===== src/rtl/seg7_pkg.sv =====
// seg7_pkg: glyph constants and code decoder for seg7_scan_driver; define SEG7_HEX_EN for A-F glyphs
package seg7_pkg;
  localparam int SEG_BIT_A = 0;
  localparam int SEG_BIT_B = 1;
  localparam int SEG_BIT_C = 2;
  localparam int SEG_BIT_D = 3;
  localparam int SEG_BIT_E = 4;
  localparam int SEG_BIT_F = 5;
  localparam int SEG_BIT_G = 6;
  localparam int SEG_W = SEG_BIT_G + 1;
  typedef logic [SEG_W-1:0] seg_t;
  localparam seg_t SEG_0     = 7'b1000000;
  localparam seg_t SEG_1     = 7'b1111001;
  localparam seg_t SEG_2     = 7'b0100100;
  localparam seg_t SEG_3     = 7'b0110000;
  localparam seg_t SEG_4     = 7'b0011001;
  localparam seg_t SEG_5     = 7'b0010010;
  localparam seg_t SEG_6     = 7'b0000010;
  localparam seg_t SEG_7     = 7'b1111000;
  localparam seg_t SEG_8     = 7'b0000000;
  localparam seg_t SEG_9     = 7'b0010000;
  localparam seg_t SEG_A     = 7'b0001000;
  localparam seg_t SEG_B     = 7'b0000011;
  localparam seg_t SEG_C     = 7'b1000110;
  localparam seg_t SEG_D     = 7'b0100001;
  localparam seg_t SEG_E     = 7'b0000110;
  localparam seg_t SEG_F     = 7'b0001110;
  localparam seg_t SEG_BLANK = 7'b1111111;
  function automatic seg_t seg7_decode(input logic [3:0] code);
    case (code)
      4'h0: return SEG_0;
      4'h1: return SEG_1;
      4'h2: return SEG_2;
      4'h3: return SEG_3;
      4'h4: return SEG_4;
      4'h5: return SEG_5;
      4'h6: return SEG_6;
      4'h7: return SEG_7;
      4'h8: return SEG_8;
      4'h9: return SEG_9;
`ifdef SEG7_HEX_EN
      4'hA: return SEG_A;
      4'hB: return SEG_B;
      4'hC: return SEG_C;
      4'hD: return SEG_D;
      4'hE: return SEG_E;
      4'hF: return SEG_F;
`endif
      default: return SEG_BLANK;
    endcase
  endfunction
endpackage


===== src/rtl/seg7_glyph.sv =====
// seg7_glyph: combinational digit code to active-low segment pattern
module seg7_glyph
  import seg7_pkg::*;
(
  input  logic [3:0] code_i,
  output seg_t       seg_o
);
  assign seg_o = seg7_decode(code_i);
endmodule


===== src/rtl/seg7_scan_driver.sv =====
// seg7_scan_driver: double-buffered, frame-synchronous N-digit common-anode 7-seg scanner
// Hex glyphs for codes 10-15 are enabled by defining SEG7_HEX_EN.
module seg7_scan_driver
  import seg7_pkg::*;
#(
  parameter int DIGITS      = 4,
  parameter int REFRESH_DIV = 50000
) (
  input  logic                clk_i,
  input  logic                rst_n_i,
  input  logic                load_i,
  input  logic [4*DIGITS-1:0] bcd_i,
  input  logic [DIGITS-1:0]   dp_i,
  input  logic                blank_lz_i,
  output seg_t                seg_o,
  output logic                dp_o,
  output logic [DIGITS-1:0]   an_o,
  output logic                pending_o,
  output logic                frame_tick_o
);
  localparam int PW = $clog2(REFRESH_DIV);
  localparam int IW = DIGITS > 1 ? $clog2(DIGITS) : 1;
  logic [PW-1:0]       presc_q, presc_d;
  logic [IW-1:0]       idx_q, idx_d;
  logic [4*DIGITS-1:0] bcd_disp_q, bcd_disp_d, bcd_pend_q, bcd_pend_d;
  logic [DIGITS-1:0]   dp_disp_q, dp_disp_d, dp_pend_q, dp_pend_d;
  logic                pend_q, pend_d, tick_q, tick_d, dp_q, dp_d;
  logic [DIGITS-1:0]   an_q, an_d;
  seg_t                seg_q, seg_d, glyph;
  logic [3:0]          code;
  logic                slot_end, last_digit, upper_nz, blank;
  // The frame boundary is the FRAME_TICK cycle, so a coincident LOAD lands in the frame it starts.
  always_comb begin
    slot_end   = presc_q == PW'(REFRESH_DIV - 1);
    last_digit = idx_q == IW'(DIGITS - 1);
    presc_d    = slot_end ? '0 : presc_q + 1'b1;
    idx_d      = slot_end ? (last_digit ? '0 : idx_q + 1'b1) : idx_q;
    tick_d     = slot_end && last_digit;
    bcd_disp_d = tick_q ? (load_i ? bcd_i : (pend_q ? bcd_pend_q : bcd_disp_q)) : bcd_disp_q;
    dp_disp_d  = tick_q ? (load_i ? dp_i : (pend_q ? dp_pend_q : dp_disp_q)) : dp_disp_q;
    bcd_pend_d = load_i ? bcd_i : bcd_pend_q;
    dp_pend_d  = load_i ? dp_i : dp_pend_q;
    pend_d     = !tick_q && (load_i || pend_q);
    code       = bcd_disp_d[{idx_q, 2'b00} +: 4];
    upper_nz   = 1'b0;
    for (int j = 0; j < DIGITS; j++)
      upper_nz = upper_nz | ((j >= int'(idx_q)) && (bcd_disp_d[4*j +: 4] != 4'h0));
    blank      = blank_lz_i && (idx_q != '0) && !upper_nz;
    seg_d      = presc_q == '0 ? (blank ? SEG_BLANK : glyph) : seg_q;
    dp_d       = presc_q == '0 ? ~dp_disp_d[idx_q] : dp_q;
    an_d       = presc_q == '0 ? '1 : ~(DIGITS'(1) << idx_q);
  end
  seg7_glyph u_glyph (
    .code_i (code),
    .seg_o  (glyph)
  );
  always_ff @(posedge clk_i or negedge rst_n_i) begin
    if (!rst_n_i) begin
      presc_q    <= '0;
      idx_q      <= '0;
      bcd_disp_q <= '0;
      dp_disp_q  <= '0;
      bcd_pend_q <= '0;
      dp_pend_q  <= '0;
      pend_q     <= 1'b0;
      tick_q     <= 1'b0;
      seg_q      <= SEG_BLANK;
      dp_q       <= 1'b1;
      an_q       <= '1;
    end else begin
      presc_q    <= presc_d;
      idx_q      <= idx_d;
      bcd_disp_q <= bcd_disp_d;
      dp_disp_q  <= dp_disp_d;
      bcd_pend_q <= bcd_pend_d;
      dp_pend_q  <= dp_pend_d;
      pend_q     <= pend_d;
      tick_q     <= tick_d;
      seg_q      <= seg_d;
      dp_q       <= dp_d;
      an_q       <= an_d;
    end
  end
  assign seg_o        = seg_q;
  assign dp_o         = dp_q;
  assign an_o         = an_q;
  assign pending_o    = pend_q;
  assign frame_tick_o = tick_q;
endmodule

===== config.mk =====
export PLATFORM = sky130hd
export DESIGN_NAME = seg7_scan_driver
export DESIGN_NICKNAME = d
export VERILOG_FILES = /design/src/rtl/seg7_pkg.sv /design/src/rtl/seg7_glyph.sv /design/src/rtl/seg7_scan_driver.sv
export SDC_FILE = /design/constraint.sdc
export NUM_CORES = 1
export LEC_CHECK = 0
export CELL_PAD_IN_SITES_DETAIL_PLACEMENT = 0
export CELL_PAD_IN_SITES_GLOBAL_PLACEMENT = 1
export CORE_MARGIN = 3
export CORE_UTILIZATION = 46
export DETAILED_ROUTE_END_ITERATION = 8
export PLACE_DENSITY = 0.85
export SLEW_MARGIN = 20
export SYNTH_ARGS = -nofsm -noshare
export SYNTH_HDL_FRONTEND = slang
export SYNTH_SLANG_ARGS = --single-unit
export TNS_END_PERCENT = 10

===== constraint.sdc =====
create_clock -name clk_i -period 3.9 [get_ports clk_i]
set_clock_uncertainty 0.2 [all_clocks]
set_input_delay 0.78 -clock clk_i [delete_from_list [all_inputs] [get_ports clk_i]]
set_output_delay 0.78 -clock clk_i [all_outputs]
set_load 0.005 [all_outputs]

# Yosys cells after proc, flatten, opt, wreduce, memory -nomap -nowiden
# Memories as Yosys holds them, arrays and structs flattened.
# Cells that the tools add are included.
totals:
  memories: 1
  latchBits: 0
  out_inout_bits: 14
  word_cells: 55
  ram_bits: 0
  regBits: 72
  mem_bits_ro: 112
classes:
  n_reduce_logical: 16
  shifts: 2
  div: 0
  n_bitwise: 5
  n_addsub: 2
  n_mux: 12
  order_cmp: 4
  mul: 0
  eq_ne: 2
memory_table:
  columns: ["name", "depth", "width", "rd", "rd_clocked_by_memory_dff", "wr", "line_no", "text"]
  rows:
  - ["(no name shown)", 16, 7, 1, 0, 0, "seg7_pkg.sv:30", "case (code)"]
ops:
  columns: ["op", "count"]
  rows:
  - ["2-to-1 mux 16 bit", 4]
  - ["adder 16 x 1 -> 16 bit (second input constant)", 1]
  - ["equality test 16 bit (second input constant)", 1]
  - ["logical NOT 16 bit", 1]
  - ["2-to-1 mux 4 bit", 4]
  - ["nonzero test 4 bit", 4]
  - ["variable part select 16 x 5 -> 4 bit", 1]
  - ["logical AND 1 bit", 7]
  - ["2-to-1 mux 7 bit", 1]
  - ["greater-or-equal comparator 1 x 2 -> 1 bit (first input constant)", 2]
  - ["NOT 4 bit", 1]
  - ["left shift 1 x 2 -> 4 bit (first input constant)", 1]
  - ["less-than comparator 2 x 3 -> 1 bit (second input constant)", 1]
  - ["OR 1 bit", 3]
  - ["adder 2 x 1 -> 2 bit (second input constant)", 1]
  - ["binary-select mux 1 bit (select 2 bit)", 1]
  - ["equality test 2 bit (second input constant)", 1]
  - ["greater-or-equal comparator 2 bit (first input constant)", 1]
  - ["logical NOT 1 bit", 2]
  - ["2-to-1 mux 2 bit", 1]
  - ["nonzero test 2 bit", 1]
  - ["logical OR 1 bit", 1]
  - ["2-to-1 mux 1 bit", 1]
  - ["NOT 1 bit", 1]

# Depth between registers and ports, before layout
logic_depth:
  ltp_word: 11
  depth_mapped: 12
  depth_no_buf: 10

# Modules after synthesis
# Synthesis repeated with hierarchy kept, for this count alone.
unflattened:
  hier_cells: 308
  hier_area_um2: 3438.3
modules_own_cells:
  columns: ["module", "area_per_inst_um2", "instances", "cells_per_inst"]
  rows:
  - ["seg7_scan_driver", 3228.1, 1, 275]
  - ["seg7_glyph", 210.2, 1, 33]

# Worst setup path after synthesis
# OpenSTA, ideal clock, no wires.
synth_path:
  path_kind: "input -> register"
  start: "input port load_i"
  end: "register seg_q[3] (netlist: seg_o[3])"
  setup_time_ps: 61
  arrival_time_ps: 2636
  path_stages: 11
  n_path_buf: 2
  slack_ps: 1003
  cell_sequence: "buf_6 nor2b_1 buf_2 a32oi_1 nand2_1 mux4_2 inv_1 ha_1 nand3b_1 a21oi_1 o22a_1"
synth_between:
  word_cells_on_any_way: 17
  classes_between: "shift: 1; mux: 3; bitwise: 3; reduce/logical: 9; memory: 1"
synth_lines:
  columns: ["element", "line_no", "text"]
  rows:
  - ["start: declaration", "seg7_scan_driver.sv:11", "input logic load_i,"]
  - ["2-to-1 mux 16 bit * (2 in series)", "seg7_scan_driver.sv:39", "bcd_disp_d = tick_q ? (load_i ? bcd_i : (pend_q ? bcd_pend_q : bcd_disp_q)) : bcd_disp_q;"]
  - ["net bcd_disp_d[13]", "seg7_scan_driver.sv:25", "logic [4*DIGITS-1:0] bcd_disp_q, bcd_disp_d, bcd_pend_q, bcd_pend_d;"]
  - ["branches (longest 4 deep; another with memory read (16 x 7 bit))", null, null]
  - ["2-to-1 mux 7 bit *", "seg7_scan_driver.sv:49", "seg_d = presc_q == '0 ? (blank ? SEG_BLANK : glyph) : seg_q;"]
  - ["end signal: assignment", "seg7_scan_driver.sv:79", "seg_q <= seg_d;"]
  - ["end: declaration", "seg7_scan_driver.sv:29", "seg_t seg_q, seg_d, glyph;"]
# Mark *: on every way through the listed nets, which the timed path passes.
# A chain may end at the register's enable or synchronous reset.

# Worst setup path in the final report
layout_path:
  start: "input port load_i"
  end: "register seg_q[4] (netlist: seg_o[4])"
# The elaborated chain is that of the path after synthesis.

==> qor.yml <==
outcome:
  outcome: "finished, final reports clean"
cts:
  htreeDepth: 3
  ctsHoldBuffers: 0
  clock_latency_ns: 0.35
  postCtsSetupRepairBufs: 0
  numCtsBuffers: 9
  clk_pin_slew_ns: 0.08
  cts_tree: "done"
  post_cts_resized: 0
  cts-root-buf: "clkbuf_8"
  clockBufferDepth: 2
  cts_sinks: 72
pwr:
  ir_worst_vdd_mv: 0.174
  power.density_nw_per_um2: 339
  p_leak_nw: 1.87
global_routing:
  grt_max_degree: 38
  grt_pass1_wl_um: 13600
  grt_pass1_vias: 2715
  grt.overflow.total: 0
  antenna_found_initial: 0
  grt_util_all_layers_pct: 19.9
detailed_routing:
  drt_iter0_markers: 111
  dr.pass1.iters: 4
  wl_per_cell_um: 17.2
  vias: 2591
  drc: 0
  ant_nets: 0
  drt-total-wl_um: 8080
  routed_via_density: 5.52
sta:
  period_needed_ns: 3.35
  fmax_mhz: 299
  finalCritPeriodShare_pct: 85.9
  drv_slew: 0
  tns_ns: 0
  rsz0062_at_grt: "false"
  finalSetupViolations: 0
  maxSlewHeadroom_pct: 45.8
  worst_pin_slew_ns: 0.814
  finalHoldViolCount: 0
critical_path:
  critPathMaxStageDelay_ns: 0.59
  critPathLaunchType: "primary input"
  rrSetupSlack_ns: 1.03
  critical_path.top_delay_family: "simple AND/OR/NAND/NOR gates"
  critical_path_class: "primary input to flop"
  crit_slowest_cell: "clkdlybuf4s50_1"
  crit_buf_inv: 2
  r2r_start: "frame_tick_o$_DFF_PN0_"
  end_kind: "flop"
  crit_fanout: 8
  required_ns: 3.99
  cp_cell_sequence: "clkdlybuf4s50_1 -> nand2_1 -> buf_4 -> o22ai_1 -> nor2_1 -> nor4_1 -> nand3b_1 -> o21ai_1 -> o22a_1"
  crit_start: "load_i"
  arrival_ns: 3.44
finish:
  area_delta_synth_final_pct: 19.1
  final_layout_size_suffix_gt1_share_pct: 21.4
  ff_latch_area_um2: 1820
  multi_input_area_um2: 1670
  final.fill_count: 665
  n_antenna_cell: 0
  num-nets-final: 401
  final_util_pct: 57.8
  design_area_um2: 4310
logic_synthesis:
  synth_area_leaders: "dfrtp_1, dfstp_2, mux2_2"
  ys_ff_latch: 72
  synthesis.nets: 357
  ys_seq_area_share_pct: 50.3
  yosys.area.top_type: "dfrtp_1"
  avgSynthCellArea_um2: 11.3
  synthArstFlopShare_pct: 100
  synth_warnings: 0
  syn_area_um2: 3610
  ys_types: 57
  synth_top_area_share_pct: 41.6
  synth-edff-count: 0
  ys.flop_type: "dfrtp_1"
  synth_cells: 321
run:
  drv_cap: 0
die:
  die_y_um: 94.6
  core_area_um2: 7450
  rows: 31
  chipWidth_um: 94.6
  die_area_um2: 8950
  start_util_pct: 48.5
  io_pins: 38
place:
  finalWeightedCongestion: 0.825
  dpl-instance-area_um2: 4110
  dp_hpwl_um: 5900
  io_buffers: 37
min_path:
  hold_path.class: "flop to flop"
  worstHoldStart: "bcd_disp_q[0]$_DFF_PN0_"
==> tightest hold or removal path: cells and delay by family (launching register included) <==
kind               cells  cell delay [ns]
DFF                    1             0.32
AOI/OAI and AO/OA      1             0.04
and+or+nand+nor        1             0.09
==> sequential cells by signal, summed over array words and instances (netlist names), 2 cells and up <==
register	count
an_o	4
bcd_disp_q	16
bcd_pend_q	16
dp_disp_q	4
dp_pend_q	4
idx_q	2
presc_q	16
seg_o	7
==> layout by cell type, fill, tap and decap left out, types with 3 or more instances in the layout <==
cell type / n
or4_1: 3
a21oi_2: 4
clkdlybuf4s50_1: 36
o32ai_1: 4
dfstp_2: 12
xor2_1: 9
clkbuf_8: 10
o22ai_1: 3
dfrtp_1: 60
nor2b_1: 3
nand3b_1: 3
a211o_1: 3
a21oi_1: 13
o22a_1: 7
o21ai_0: 5
nand3_1: 10
a211oi_1: 4
nand2_1: 22
mux2_2: 25
nor3_1: 5
buf_4: 9
a2111oi_0: 4
xnor2_1: 5
inv_1: 10
nor4_1: 5
nor2_1: 34
a32oi_1: 5
ha_1: 12
==> metal layers <==
layer	vias to the layer above	routed length (um)	track usage (%)
met5	-	0	0
met4	0	109	6.61
met3	11	314	5.26
met2	33	3970	32.8
met1	1290	3690	25.5
li1	1257	-	-
==> final timing paths <==
kind | to | depth (start not counted)
setup / recovery | seg_o[4]$_DFFE_PN1P_ | 9
hold / removal | bcd_disp_q[0]$_DFF_PN0_ | 2
setup reg to reg | seg_o[4]$_DFFE_PN1P_ | 8
hold reg to reg | bcd_disp_q[0]$_DFF_PN0_ | 2
max in group asynchronous | an_o[0]$_DFF_PN1_ | 2
min in group asynchronous | bcd_pend_q[9]$_DFFE_PN0P_ | 1
==> cells in the mapped netlist (3+ instances only) <==
cell	count
o32ai_1	4
xnor2_1	5
o22ai_1	3
a2111oi_0	4
nand3_1	10
dfrtp_1	60
or4_1	3
o22a_1	7
ha_1	12
nand3b_1	3
a211o_1	3
buf_2	8
a21oi_1	13
nand2_1	22
dfstp_2	12
o21ai_0	5
mux2_2	25
xor2_1	9
a211oi_1	4
nor2b_1	3
nor2_1	34
a32oi_1	5
nor3_1	5
a21oi_2	4
nor4_1	5
inv_1	10
==> final cells by class <==
cell class              instances  area share, %
repair buffers                 47           10.5
well taps                      99           2.88
flip-flops and latches         72           42.2
clock inverters                 5           1.31
multi-input cells             223           38.8
inverters                      12           1.05
clock buffers                  11           3.28
==> kinds of logic (layout without fill, tap and decap cells) <==
group / after synthesis / in the layout / synth area share (%)
xor gates and xnor gates: 14 / 14 / 3.39
buffers and inverters: 26 / 75 / 3.53
AOI/OAI and AO/OA: 67 / 67 / 14.8
and+or+nand+nor: 101 / 101 / 14.2
DFF: 72 / 72 / 50.3
muxes: 29 / 29 / 9.59
adders and majority gates: 12 / 12 / 4.16
==> report_power, final <==
part	switching [mW]	internal (mW)	total, mW
clock	0.284	0.312	0.595
sequential	0.0106	0.768	0.779
combinational	0.0396	0.0460	0.0856
==> per-stage QoR <==
stage	hold WS (ns)	worst slack (ns)	instances	total power, mW
after floorplan	0.245	1.00	321	0.826
after global placement	0.265	0.245	453	0.878
after detailed placement	0.278	0.201	453	0.880
after CTS	0.296	0.581	469	1.47
after global routing	0.323	0.361	469	1.52
final	0.293	0.551	469	1.46
(Power assumes the default switching activity.)
